`config.mk`:
```
export PLATFORM = sky130hd
export DESIGN_NAME = byte_serializer
export DESIGN_NICKNAME = d
export VERILOG_FILES = /design/src/rtl/byte_serializer.sv
export SDC_FILE = /design/constraint.sdc
export NUM_CORES = 1
export LEC_CHECK = 0
export ABC_CLOCK_PERIOD_IN_PS = 3900
export CAP_MARGIN = 10
export CORE_AREA = 2 2 44 46
export DETAILED_ROUTE_END_ITERATION = 12
export DIE_AREA = 0 0 46 48
export GPL_ROUTABILITY_DRIVEN = 1
export GPL_TIMING_DRIVEN = 0
export PLACE_DENSITY = 0.68
export SYNTH_ARGS = -nofsm -noshare
export SYNTH_HDL_FRONTEND = slang
export SYNTH_SLANG_ARGS = --single-unit
export TNS_END_PERCENT = 30
```
`constraint.sdc`:
```
create_clock -name clk -period 3.9 [get_ports clk]
set_input_delay 1.17 -clock clk [delete_from_list [all_inputs] [get_ports clk]]
set_output_delay 1.17 -clock clk [all_outputs]
set_load 0.01 [all_outputs]
```
`src/rtl/byte_serializer.sv`:
```
// byte_serializer: one-lane parallel-to-serial converter.
// It takes one 8-bit symbol every eight bit clocks and shifts it out MSB first.
// After reset it sends a fixed train of IDLE_SYMBOL alignment symbols.
// Once aligned, it sends IDLE_SYMBOL filler whenever the upstream byte is not valid.
module byte_serializer #(
    parameter logic [7:0] IDLE_SYMBOL  = 8'hBC,
    parameter int         INIT_SYMBOLS = 4
) (
    input  logic       clk,
    input  logic       reset_L,
    input  logic [7:0] data_in,
    input  logic       valid_in,
    output logic       load,
    output logic       data_out,
    output logic       symbol_valid,
    output logic       underrun
);

    typedef enum logic {
        ST_INIT   = 1'b0,
        ST_ACTIVE = 1'b1
    } state_t;

    // Symbol index of the final alignment symbol; its boundary is the first one that samples upstream.
    localparam logic [3:0] LAST_INIT = 4'(INIT_SYMBOLS - 1);

    state_t     state_q, state_d;
    logic [7:0] sh_q, sh_d;
    logic [2:0] cnt_q, cnt_d;
    logic [3:0] scnt_q, scnt_d;
    logic       last_data_q, last_data_d;
    logic       sym_valid_q, sym_valid_d;
    logic       underrun_q, underrun_d;

    logic       boundary;
    logic       init_last;
    logic       take_input;
    logic       sel_valid;

    // The last bit of the current symbol is on the line; the next edge loads a new symbol.
    assign boundary  = (cnt_q == 3'd7);
    assign init_last = (scnt_q == LAST_INIT);

    // FSM state register: the alignment train always restarts from INIT on reset.
    always_ff @(posedge clk or negedge reset_L) begin
        if (!reset_L) begin
            state_q <= ST_INIT;
        end else begin
            state_q <= state_d;
        end
    end

    // FSM next state: leave INIT at the boundary that ends the last alignment symbol; ACTIVE is terminal.
    always_comb begin
        state_d = state_q;
        if (boundary && (state_q == ST_INIT) && init_last) begin
            state_d = ST_ACTIVE;
        end
    end

    // FSM outputs: upstream is sampled only when the next symbol may carry data.
    always_comb begin
        take_input = (state_q == ST_ACTIVE) || init_last;
        load       = boundary && take_input;
    end

    // Datapath next state: shift on every edge; at a boundary, pick data or filler and update the flags.
    always_comb begin
        sh_d        = {sh_q[6:0], 1'b0};
        cnt_d       = cnt_q + 3'd1;
        scnt_d      = scnt_q;
        last_data_d = last_data_q;
        sym_valid_d = sym_valid_q;
        underrun_d  = 1'b0;
        sel_valid   = 1'b0;
        if (boundary) begin
            // Forced alignment symbols ignore valid_in entirely.
            sel_valid   = take_input && valid_in;
            sh_d        = sel_valid ? data_in : IDLE_SYMBOL;
            cnt_d       = 3'd0;
            if (!take_input) begin
                scnt_d = scnt_q + 4'd1;
            end
            sym_valid_d = sel_valid;
            last_data_d = sel_valid;
            // Filler that directly follows a data symbol flags a starved upstream.
            underrun_d  = (state_q == ST_ACTIVE) && !sel_valid && last_data_q;
        end
    end

    // Datapath registers: reset to the first bit of an alignment symbol, with no data and no underrun.
    always_ff @(posedge clk or negedge reset_L) begin
        if (!reset_L) begin
            sh_q        <= IDLE_SYMBOL;
            cnt_q       <= 3'd0;
            scnt_q      <= 4'd0;
            last_data_q <= 1'b0;
            sym_valid_q <= 1'b0;
            underrun_q  <= 1'b0;
        end else begin
            sh_q        <= sh_d;
            cnt_q       <= cnt_d;
            scnt_q      <= scnt_d;
            last_data_q <= last_data_d;
            sym_valid_q <= sym_valid_d;
            underrun_q  <= underrun_d;
        end
    end

    assign data_out     = sh_q[7];
    assign symbol_valid = sym_valid_q;
    assign underrun     = underrun_q;

endmodule

```
**Yosys cells after proc, flatten, opt, wreduce, memory -nomap -nowiden**

Index checks and enable logic that the tools add are counted.

- Equality and inequality tests: 2
- Muxes and demuxes: 4
- Bitwise operators: 2
- Add/sub/neg operators: 2
- Reduce and logical (&&, ||, !) cells: 9

Operators by type and width:

| cell | count |
|---|---|
| 2-to-1 mux 8 bit | 2 |
| logical AND 1 bit | 6 |
| adder 4 x 1 -> 4 bit (second input constant) | 1 |
| == test 4 x 2 -> 1 bit (second input constant) | 1 |
| adder 3 x 1 -> 3 bit (second input constant) | 1 |
| == test 3 bit (second input constant) | 1 |
| 2-to-1 mux 3 bit | 1 |
| NOT 1 bit | 2 |
| AND reduction 2 bit | 1 |
| logical NOT 1 bit | 1 |
| logical OR 1 bit | 1 |
| 2-to-1 mux 1 bit | 1 |

- Input bits: 11
- Output and inout port bits: 4
- Bits in registers: 18
- Word-level logic and storage cells: 25

**Longest topological paths before layout**

- Depth in word-level cells: 7
- Mapped depth: 5
- Mapped depth without buffers: 5

**Least setup slack after synthesis**

OpenSTA, ideal clock, no wires.

- Path type: register to output
- Start: register cnt_q[0]
- End: output load
- Stages on the path, launching flop included: 5
- Path buffers: 1
- Required time: 2,730 ps
- Slack: 1,551 ps
- Data arrival time: 1,179 ps
- Cells stage by stage: dfrtp_1 ha_1 ha_1 clkbuf_1 o21a_1

- Word-level cells in the longest chain between the ends: 2

RTL lines:

| element | RTL line | RTL |
|---|---|---|
| from (decl) | 29 | `logic [2:0] cnt_q, cnt_d;` |
| from (signal assigned) | 102 | `cnt_q <= cnt_d;` |
| == test 3 bit | 41 | `assign boundary = (cnt_q == 3'd7);` |
| logical AND 1 bit | 64 | `load = boundary && take_input;` |
| to (decl) | 13 | `output logic load,` |

Every way passes these cells.

**Worst setup path after layout**

Same ends and word-level chain as after synthesis.

==> Implementation_results.wiki <==
{| class="wikitable"
! Metric !! Value
|-
| Gp weighted congestion || 0.677
|-
| Worst hold path class || reg2reg
|-
| Flops & latches, synth || 18
|-
| Maximum cell stage delay along the critical path || 520 ps
|-
| All-Layer GR Usage || 12.2%
|-
| Drt wl/cell || 12.6 um
|-
| Finished Core Util || 55.0%
|-
| Buffers added on ports || 14
|-
| Slew at the pin closest to its max-slew limit || 765 ps
|-
| Starting DRC count in detailed routing || 1
|-
| RSZ-0062 raised after global routing || no
|-
| Adder-cell area share of the yosys netlist || 5.13%
|-
| Rows || 15
|-
| Post-DP Area || 893 um2
|-
| Synth Cell Area || 732 um2
|-
| Main combinational cell family by area after synthesis || compound AO/OA/AOI/OAI gates
|-
| Overall power consumption || 328 uW
|-
| Buffer type at the clock tree root || sky130_fd_sc_hd__clkbuf_4
|-
| Worst path buffer plus inverter count || 2
|-
| DIE AREA || 0.00221 mm2
|-
| DRC violations left || 0
|-
| Number of hold violations in the final report || 0
|-
| Diodes inserted || 0
|-
| CP arrival || 2130 ps
|-
| PnR worst setup slack || 600 ps
|-
| Number of post-CTS setup repair buffers || 0
|-
| Distinct cell type count of the synthesized netlist || 22
|-
| Drt first pass iters || 3
|-
| Reg-to-reg setup timing slack || 2290 ps
|-
| Max_slew headroom || 48.9%
|-
| Number of max-slew violations in the final report || 0
|-
| Height of the die || 48 um
|-
| Share of the clock period used by the worst path || 84.6%
|-
| Post-placement worst setup slack || 879 ps
|-
| Final #Nets || 85
|-
| Data required time at the worst endpoint || 2730 ps
|-
| Type of destination of the critical path || primary output
|-
| Overall routed net length || 1100 um
|-
| Number of endpoints failing setup at the final stage || 0
|-
| Number of antenna violations at the first check in global routing || 0
|-
| Die boundary width || 46 um
|-
| Clock tree from TritonCTS || yes
|-
| # Max-Cap Violations || 0
|-
| Grt ovf || 0
|-
| Area of all placed cells without fillers || 930 um2
|-
| Net count of the mapped netlist || 66
|-
| CP max stage cell || sky130_fd_sc_hd__clkdlybuf4s50_1
|-
| Count of warnings emitted by yosys || 0
|-
| Number of instances resized during post-cts repair || 0
|-
| Type of the worst setup path || reg2out
|-
| Total number of H-tree levels || 1
|-
| Avg Inst Size Synth || 14.1 um2
|-
| Synth Area in Compound Gates || 13.3%
|-
| Cells traversed along the worst timing path || ha_1 > ha_1 > clkbuf_1 > o21a_1 > clkdlybuf4s50_1
|-
| Vias || 442
|-
| Highest fanout seen on the critical path || 10
|-
| Setup Total Neg Slack || 0 ps
|-
| First-pass GRT wire length || 1780 um
|-
| Largest net degree at the start of global routing || 19
|-
| Max clock buf depth || 2
|-
| IO Count || 15
|-
| Post-Synthesis Cells || 52
|-
| Most common cell on crit path || sky130_fd_sc_hd__ha_1
|-
| Setup clock skew after layout || 4.42 ps
|-
| Total power per unit cell area || 353 mW/mm2
|-
| Clock latency reported for the late side of the worst-skew pair || 290 ps
|-
| Clock sinks || 18
|-
| Multiplexer area fraction after synthesis || 3.59%
|-
| Worst VDD drop || 0.000164 V
|-
| Clock input transition at the sequential cells of the worst setup and hold paths || 100 ps
|-
| Proportion of synthesized chip area in sequential cells || 62.4%
|-
| Detail-routed via count per cell || 5.08
|-
| Inserted Clock Buffers || 3
|-
| Number of global-route vias before repair || 405
|-
| Simple-gate portion of the synthesized area || 9.57%
|-
| Outcome || complete, no violations
|-
| CTS Hold Buffers Added || 0
|-
| Tmin final || 3300 ps
|-
| Proportion of layout cells with a drive suffix above 1 || 20.0%
|-
| Fmax || 303 MHz
|-
| Area of the placeable core || 0.00169 mm2
|-
| Synth Area in XOR/XNOR || 2.39%
|-
| Gate family responsible for the most delay along the worst path || buffers and inverters
|-
| Initial Util || 43.3%
|-
| Count of antenna-violating nets left after detailed routing || 0
|-
| Critical Path Start Type || flop
|-
| Detailed placer's ending HPWL || 819 um
|-
| Leak || 0.000403 uW
|-
| Area growth syn-to-layout || 27.0%
|}
[per-layer routing]
metal / global-route usage (%) / share of wire, % / up-vias
li1: - / - / 216
met1: 14.7 / 45 / 209
met2: 18.6 / 48 / 13
met3: 3.77 / 5.1 / 4
met4: 8.57 / 2.6 / 0
met5: 0 / 0 / -
[area by class of cell]
| type | count | area, um2 |
|---|---|---|
| Multi-Input combinational cell | 27 | 249 |
| Sequential cell | 18 | 457 |
| Timing Repair Buffer | 14 | 140 |
| Clock buffer | 4 | 36.3 |
| Buffer | 1 | 3.75 |
| Inverter | 6 | 22.5 |
| Fill cell | 151 | 759 |
| Tap cell | 17 | 21.3 |
[flip-flops by register name, indices dropped and copies added, names as in the netlist]
signal	count
scnt_q	4
sh_q	8
underrun	1
cnt_q	3
last_data_q	1
state_q	1
[kinds of logic (layout without fill, tap and decap cells)]
family | Yosys count | in the layout
AO/OA/AOI/OAI | 11 | 11
AND/OR/NAND/NOR | 9 | 9
flip-flops | 18 | 18
multiplexers | 2 | 2
XOR/XNOR | 2 | 2
buffers and inverters | 7 | 25
adder cells (fa/ha/maj) | 3 | 3
[Yosys cell counts]
master / count / share of area [%]
sky130_fd_sc_hd__nand2_1: 1 / 0.51
sky130_fd_sc_hd__o21ai_0: 1 / 0.68
sky130_fd_sc_hd__nor2_1: 2 / 1.0
sky130_fd_sc_hd__nor3b_4: 1 / 2.6
sky130_fd_sc_hd__nand4_1: 1 / 0.86
sky130_fd_sc_hd__nor2b_1: 1 / 0.86
sky130_fd_sc_hd__nor2b_2: 2 / 2.4
sky130_fd_sc_hd__o211ai_4: 1 / 2.9
sky130_fd_sc_hd__dfstp_2: 5 / 18
sky130_fd_sc_hd__o22ai_1: 2 / 1.7
sky130_fd_sc_hd__ha_1: 3 / 5.1
sky130_fd_sc_hd__o21a_1: 1 / 1.0
sky130_fd_sc_hd__xnor2_1: 1 / 1.2
sky130_fd_sc_hd__dfrtp_1: 13 / 44
sky130_fd_sc_hd__and4b_1: 1 / 1.4
sky130_fd_sc_hd__xor2_1: 1 / 1.2
sky130_fd_sc_hd__inv_1: 6 / 3.1
sky130_fd_sc_hd__mux2_1: 1 / 1.5
sky130_fd_sc_hd__mux2_4: 1 / 2.1
sky130_fd_sc_hd__a21o_1: 1 / 1.0
sky130_fd_sc_hd__o22a_1: 5 / 6.0
sky130_fd_sc_hd__clkbuf_1: 1 / 0.51
[stage by stage]
step	cells	hold slack, ps
floorplan	52	410
global placement	83	420
detailed placement	83	427
CTS	87	441
global route	87	459
finish	87	435
[placed cells by master, fill, tap and decap left out, types with 2 or more instances in the layout]
master and instances:
sky130_fd_sc_hd__o22a_1 5, sky130_fd_sc_hd__clkdlybuf4s50_1 14, sky130_fd_sc_hd__dfstp_2 5, sky130_fd_sc_hd__nor2_1 2, sky130_fd_sc_hd__inv_1 6, sky130_fd_sc_hd__ha_1 3, sky130_fd_sc_hd__dfrtp_1 13, sky130_fd_sc_hd__clkbuf_4 3
sky130_fd_sc_hd__o22ai_1 2, sky130_fd_sc_hd__nor2b_2 2
[report_power, final]
| group | switching, uW | total [uW] | internal [uW] |
|---|---|---|---|
| logic | 7.44 | 20.9 | 13.5 |
| clock network | 56.0 | 113 | 56.8 |
| registers | 1.50 | 194 | 193 |
| total | 64.9 | 328 | 263 |
[worst paths after layout]
path,startpoint,endpoint,cells after the start
hold reg to reg,cnt_q[0],cnt_q[0],1
setup reg to reg,cnt_q[0],scnt_q[1],5
hold / removal,cnt_q[0],cnt_q[0],1
min in group asynchronous,reset_L,scnt_q[3],1
setup / recovery,cnt_q[0],load,5
max in group asynchronous,reset_L,cnt_q[2],1
Power figures use the tool's default switching activity.
